**config.mk**
```make
export PLATFORM = sky130hd
export DESIGN_NAME = scanner_array_ctrl
export DESIGN_NICKNAME = d
export VERILOG_FILES = /design/src/rtl/scanner_array_ctrl.sv
export SDC_FILE = /design/constraint.sdc
export NUM_CORES = 1
export LEC_CHECK = 0
export BUFFER_PORTS_ARGS = -buffer_cell sky130_fd_sc_hd__buf_2
export CAP_MARGIN = 20
export CORE_MARGIN = 2
export CORE_UTILIZATION = 30
export CTS_CLUSTER_DIAMETER = 30
export DETAILED_ROUTE_END_ITERATION = 8
export PLACE_DENSITY_LB_ADDON = 0.15
export SETUP_SLACK_MARGIN = 0.2
export SLEW_MARGIN = 20
export SYNTH_ARGS = -nofsm -noshare
export SYNTH_HDL_FRONTEND = slang
export SYNTH_SLANG_ARGS = --single-unit
```
**constraint.sdc**
```tcl
create_clock -name clk -period 2.7 [get_ports clk]
set_input_delay 0.405 -clock clk [delete_from_list [all_inputs] [get_ports clk]]
set_output_delay 0.405 -clock clk [all_outputs]
set_load 0.02 [all_outputs]
```
**src/rtl/scanner_array_ctrl.sv**
```systemverilog
// Multi-channel scanner controller: per-channel scan/transfer/flush FSMs with
// scan handoff to the next channel and round-robin arbitration of one transfer bus.
module scanner_array_ctrl #(
    parameter int N          = 2,
    parameter int PW         = 4,
    parameter int SCAN_LEN   = 10,
    parameter int HANDOFF_AT = 8
) (
    input  logic                                 clk,
    input  logic                                 reset,
    input  logic                                 start,
    input  logic [N-1:0]                         go_standby,
    input  logic [N-1:0]                         start_scan,
    input  logic [N-1:0]                         start_xfer,
    input  logic [N-1:0]                         flush,
    output logic [3*N-1:0]                       state,
    output logic [PW*N-1:0]                      prog,
    output logic                                 xfer_busy,
    output logic [((N > 1) ? $clog2(N) : 1)-1:0] xfer_owner,
    output logic [N-1:0]                         done
);

    localparam int OW = (N > 1) ? $clog2(N) : 1;

    typedef enum logic [2:0] {
        ST_LOW   = 3'b000,
        ST_STBY  = 3'b001,
        ST_SCAN  = 3'b010,
        ST_IDLE  = 3'b011,
        ST_XFER  = 3'b100,
        ST_FLUSH = 3'b101
    } ch_state_e;

    logic            r_active;
    ch_state_e       r_state [N];
    logic [PW-1:0]   r_prog  [N];
    logic [N-1:0]    r_done;
    logic [OW-1:0]   r_ptr;

    ch_state_e       w_state_nxt [N];
    logic [PW-1:0]   w_prog_nxt  [N];
    logic [N-1:0]    w_done_nxt;
    logic [N-1:0]    w_handoff;
    logic [N-1:0]    w_grant;
    logic            w_gvalid;
    logic [OW-1:0]   w_ptr_nxt;
    logic            w_busy;
    logic [OW-1:0]   w_owner;

    // Channel g is woken by its predecessor (g-1) mod N reaching HANDOFF_AT.
    for (genvar g = 0; g < N; g++) begin : g_handoff
        localparam int P = (g + N - 1) % N;
        always_comb begin
            w_handoff[g] = (N > 1) && (r_state[P] == ST_SCAN) && (r_prog[P] == PW'(HANDOFF_AT));
        end
    end

    always_comb begin
        w_busy  = 1'b0;
        w_owner = '0;
        for (int unsigned i = 0; i < N; i++) begin
            if (r_state[i] == ST_XFER) begin
                w_busy  = 1'b1;
                w_owner = OW'(i);
            end
        end
    end

    // Round-robin search begins at r_ptr; only while the bus is idle.
    always_comb begin
        int unsigned idx;
        w_grant   = '0;
        w_gvalid  = 1'b0;
        w_ptr_nxt = r_ptr;
        idx       = 0;
        if (!w_busy) begin
            for (int unsigned k = 0; k < N; k++) begin
                idx = (32'(r_ptr) + k) % N;
                if (!w_gvalid && r_state[idx] == ST_IDLE && start_xfer[idx]) begin
                    w_gvalid     = 1'b1;
                    w_grant[idx] = 1'b1;
                    w_ptr_nxt    = OW'((idx + 1) % N);
                end
            end
        end
    end

    always_comb begin
        w_done_nxt = '0;
        for (int unsigned i = 0; i < N; i++) begin
            w_state_nxt[i] = r_state[i];
            w_prog_nxt[i]  = r_prog[i];
            if (!r_active) begin
                w_state_nxt[i] = ST_LOW;
                w_prog_nxt[i]  = '0;
                if (start && i == 0) begin
                    w_state_nxt[i] = ST_SCAN;
                end
            end else begin
                case (r_state[i])
                    ST_LOW: begin
                        w_prog_nxt[i] = '0;
                        if (go_standby[i] || w_handoff[i]) begin
                            w_state_nxt[i] = ST_STBY;
                        end
                    end
                    ST_STBY: begin
                        if (start_scan[i]) begin
                            w_state_nxt[i] = ST_SCAN;
                            w_prog_nxt[i]  = '0;
                        end
                    end
                    ST_SCAN: begin
                        if (r_prog[i] == PW'(SCAN_LEN)) begin
                            w_state_nxt[i] = ST_IDLE;
                        end else begin
                            w_prog_nxt[i] = r_prog[i] + 1'b1;
                        end
                    end
                    ST_IDLE: begin
                        if (start_xfer[i]) begin
                            if (w_grant[i]) begin
                                w_state_nxt[i] = ST_XFER;
                            end
                        end else if (flush[i]) begin
                            w_state_nxt[i] = ST_FLUSH;
                        end
                    end
                    ST_XFER: begin
                        if (r_prog[i] == '0) begin
                            w_state_nxt[i] = ST_LOW;
                            w_done_nxt[i]  = 1'b1;
                        end else begin
                            w_prog_nxt[i] = r_prog[i] - 1'b1;
                        end
                    end
                    ST_FLUSH: begin
                        if (r_prog[i] == '0) begin
                            w_state_nxt[i] = ST_LOW;
                        end else if (r_prog[i] >= PW'(2)) begin
                            w_prog_nxt[i] = r_prog[i] - PW'(2);
                        end else begin
                            w_prog_nxt[i] = '0;
                        end
                    end
                    default: begin
                        w_state_nxt[i] = ST_LOW;
                        w_prog_nxt[i]  = '0;
                    end
                endcase
            end
        end
    end

    always_ff @(posedge clk or negedge reset) begin
        if (!reset) begin
            r_active <= 1'b0;
            r_done   <= '0;
            r_ptr    <= '0;
            for (int unsigned i = 0; i < N; i++) begin
                r_state[i] <= ST_LOW;
                r_prog[i]  <= '0;
            end
        end else begin
            r_active <= r_active | start;
            r_done   <= w_done_nxt;
            if (w_gvalid) begin
                r_ptr <= w_ptr_nxt;
            end
            for (int unsigned i = 0; i < N; i++) begin
                r_state[i] <= w_state_nxt[i];
                r_prog[i]  <= w_prog_nxt[i];
            end
        end
    end

    always_comb begin
        state = '0;
        prog  = '0;
        for (int unsigned i = 0; i < N; i++) begin
            state[3*i +: 3]   = r_state[i];
            prog[PW*i +: PW]  = r_prog[i];
        end
    end

    assign xfer_busy  = w_busy;
    assign xfer_owner = w_owner;
    assign done       = r_done;

endmodule
```
Word-level counts from Yosys, hierarchy flattened. Index checks and enable logic that the tools add are counted.

Logic and storage cells: 152. Output and inout bits: 18. Register bits after elaboration: 18.

Add/subtract/negate cells: 8. Bitwise logic cells: 5. Muxes and demuxes: 66. Order comparisons: 8. Reductions and logical operators: 22. Equality and inequality tests: 36.

Operators by type and width (number): $ge A33 B2 Y1 const B (2); $mux W3 (22); $not A1 Y33 (2); $mux W4 (12); $pmux W4 S5 (2); $ne A3 B3 Y1 const B (10); $pmux W3 S5 (2); $mux W1 (21); $eq A3 B2 Y1 const B (6); $eq A4 B4 Y1 const B (4); $ne A4 B4 Y1 const B (4); $eq A3 B3 Y1 const B (4); $ne A3 B2 Y1 const B (4); $reduce_and A6 Y1 (2); $mux W2 (5); $reduce_and A5 Y1 (2); $add A4 B1 Y4 const B (2); $ge A4 B2 Y1 const B (2); $logic_not A4 Y1 (2); $sub A4 B1 Y4 const B (2); $sub A4 B2 Y4 const B (2); $logic_and A1 B1 Y1 (7); $eq A3 B1 Y1 const B (2); $logic_not A3 Y1 (2); other kinds (13) (20).

Longest topological paths before layout.
Word-level depth: 17. Gate-level depth with buffers: 7.

Least setup slack after synthesis. No wires, ideal clock.

Path type: reg2reg. Start point: register r_state (netlist bit state[5]). End point: register r_prog (netlist bit prog[7]). Path buffers: 0. Slack: 0.155 ns. Stages on the path, launching flop included: 8. Arrival time: 2.420 ns. Clock period less this slack: 2.545 ns. Setup time: 0.126 ns. Path through: dfrtp_1 nor3b_2 ha_1 a21o_1 a21oi_1 mux2_2 nor3_1 nor3_1.

Longest elaborated chain between the ends: 3. Elaborated cells between the ends (all ways): 13. Classes of those cells: eq/ne (10); mux (2); reduce/logical (1).

RTL lines: start, declared (line 35) `ch_state_e r_state [N];`; start signal, assigned by index (line 171) `r_state[i] <= w_state_nxt[i];`; $eq A3 B3 Y1 (tied with other cells) (line 100) `case (r_state[i])`; $ne A3 B3 Y1 (no line) (tied with other cells); $reduce_and A5 Y1 (no line) / $mux W4 (equally long branches); end signal, assigned by index (line 172) `r_prog[i] <= w_prog_nxt[i];`; end, declared (line 36) `logic [PW-1:0] r_prog [N];`.

Several ways; a longest one is shown, not always the timed one. A chain may end at the register's enable or synchronous reset.

Worst setup path after layout. Same ends and word-level chain as after synthesis.

==> out/metrics.yaml <==
setup_ws_ns: 0.454
numCtsBuffers: 3
grt_max_degree: 19
path_clk_slew_ns: 0.07
area_delta_synth_final_pct: 23.4
grt_pass1_wl_um: 6330
rows: 24
fin_skew_ns: 0.00267
synth.cell_area_um2: 1400
n_antenna_cell: 0
gp_congestion: 0.805
required_ns: 2.84
drive_gt1_share_pct: 26.0
cp-end-kind: "flop"
status: "completed"
crit_arrival_ns: 2.39
rsz0062_at_grt: "false"
die_height_um: 72.4
leakage_nw: 0.863
via_per_inst: 5.47
syn_inst: 159
crit_type: "flop to flop"
synth_top_area_share_pct: 32.1
hold_class: "primary input to asynchronous set/reset pin"
ys_seq_area_share_pct: 32.1
die_x_um: 72.4
drtAntennaViolNets: 0
synth_cell_types: 48
grt-ovfl-total: 0
cts_tree: "yes"
io_pins: 29
rrSetupSlack_ns: 0.45
synth_edf_count: 0
hold_viol_final: 0
yosysWarnings: 0
worst_slew_pin_slew_ns: 0.929
track_usage_pct: 15.1
maxSlewViolCount: 0
ys_seq_elements: 18
reg2reg_from: "state[5]"
start_kind: "flop"
cts_htree_levels: 1
ys.flop_type: "dfrtp_1"
cellPowerDensity_nw_per_um2: 1150
ctsLongestPathBuffers: 2
fmax_ghz: 0.445
finalCritPeriodShare_pct: 83.2
dr.pass1.iters: 4
ir_drop_mv: 0.356
vias: 1357
nets: 216
rr_worst_depth: 7
portBuffers: 28
async_reset_ff_share_pct: 100
cts-root-buf: "clkbuf_8"
fin_setup_tns_ns: 0
drt-initial-drc-count: 44
initial_utilization_pct: 31.6
dieArea_um2: 5240
maxCapViolCount: 0
yosysTopAreaCell: "dfrtp_1"
wl_per_cell_um: 15.3
synth_nets: 178
r2r_end: "prog[7]"
dp_hpwl_um: 2820
core_area_um2: 4440
min_period_ns: 2.25
slew_headroom_pct: 37.3
dp_slack_ns: 0.312
path_max_fanout: 9
synth_top_cells_by_area: "dfrtp_1 (32%), ha_1 (5.3%), a21oi_1 (3.9%), o21ai_0 (3.9%), mux2i_1 (3.6%)"
grt_pass1_vias: 1278
wl_um: 3800
insertion_delay_ns: 0.25
setup_viol: 0
fillers: 463
cts.sink_count: 18
antenna_found_initial: 0
syn_avg_cell_area_um2: 8.83
drc: 0
kinds of logic after synthesis:
kind of cell / count (synthesis) / synth area share (%)
fa+ha+maj: 8 / 8.20
flops: 18 / 32.1
xor+xnor: 2 / 1.25
simple gates: 56 / 22.8
mux: 7 / 5.17
buf+inv: 17 / 4.55
compound gates: 51 / 25.9
synthesized netlist by cell type, types with 2 or more instances:
cell type	count
inv_1	12
ha_1	6
a21o_1	3
o21ai_0	11
nor4_1	3
mux2i_1	5
nand2b_1	2
dfrtp_1	18
mux2_2	2
o211ai_1	3
fa_1	2
nand4bb_1	2
nor3_1	6
o311a_1	3
nand2_1	9
clkbuf_1	5
nor3b_1	2
a311oi_1	2
nor3b_2	2
o311ai_0	2
a211oi_1	4
nor2_1	12
and3_1	3
nand3_1	2
a21oi_1	11
nor2b_1	4
o22ai_1	2
through the flow:
stage,hold slack [ns],util (%),total power (W),instances,area [um^2]
global route,0.100,39.0,0.00219,248,1730
CTS,0.0945,38.2,0.00199,244,1700
global placement,0.370,36.9,0.00175,240,1640
detailed placement,0.377,36.9,0.00176,240,1640
finish,0.0765,39.0,0.00199,248,1730
floorplan,0.109,-,0.00139,159,1410
what timing repair did:
| item | CTS | global route |
|---|---|---|
| hold endpoints to repair | 0 | 0 |
| setup endpoints to repair | 0 | 2 |
| gates resized for setup | 0 | 1 |
| setup buffers | 0 | 4 |
| hold buffers | 0 | 0 |
layout make-up:
type	instances	area [um^2]	area share, %
multi-input cells	124	901	52.0
flip-flops and latches	18	450	26.0
repair buffers	38	215	12.4
well taps	52	65.1	3.76
clock buffers	4	55.1	3.18
inverters	12	45.0	2.60
critical path: stages, from the launching register on:
cell and delay [ns]:
dfrtp_1 0.49, nor3b_4 0.35, ha_1 0.29, a21o_1 0.17
a21oi_1 0.27, mux2_2 0.37, nor3_1 0.12, nor3_1 0.08
sequential cells by signal, indices dropped and copies added (netlist names):
register and count:
done 2, prog 8, r_active 1, r_ptr 1, state 6
routing by layer:
| layer | GRT usage (%) | routed length [um] |
|---|---|---|
| met5 | 0 | 0 |
| met4 | 2.47 | 21 |
| met3 | 3.61 | 133 |
| met2 | 23.5 | 1840 |
| met1 | 21.8 | 1810 |
power by group:
part | internal [W] | total [W] | switching [W]
clock network | 0.000130 | 0.000223 | 0.0000932
logic | 0.000540 | 0.00122 | 0.000684
registers | 0.000372 | 0.000548 | 0.000176
total | 0.00104 | 0.00199 | 0.000953
how the worst max path moves through the flow:
| stage | startpoint | to | cells after the start |
|---|---|---|---|
| floorplan | state[5] | prog[7] | 7 |
| global placement | state[5] | prog[7] | 7 |
| CTS | state[0] | prog[3] | 7 |
| global route | state[5] | prog[7] | 7 |
| detailed placement | state[0] | prog[3] | 7 |
| finish | state[5] | prog[7] | 7 |
cells in the final DEF, fill, tap and decap left out, types with 3 or more instances in the layout:
cell type	count
o21ai_0	11
a211oi_1	4
nor4_1	3
a21o_1	3
inv_1	12
o211ai_1	3
buf_2	28
mux2i_1	5
dfrtp_1	18
ha_1	6
nand2_1	9
a21oi_1	11
nor2_1	12
nor2b_1	4
clkbuf_8	4
and3_1	3
o311a_1	3
buf_4	10
nor3_1	6
No activity file was read; power rests on OpenSTA's default activity.
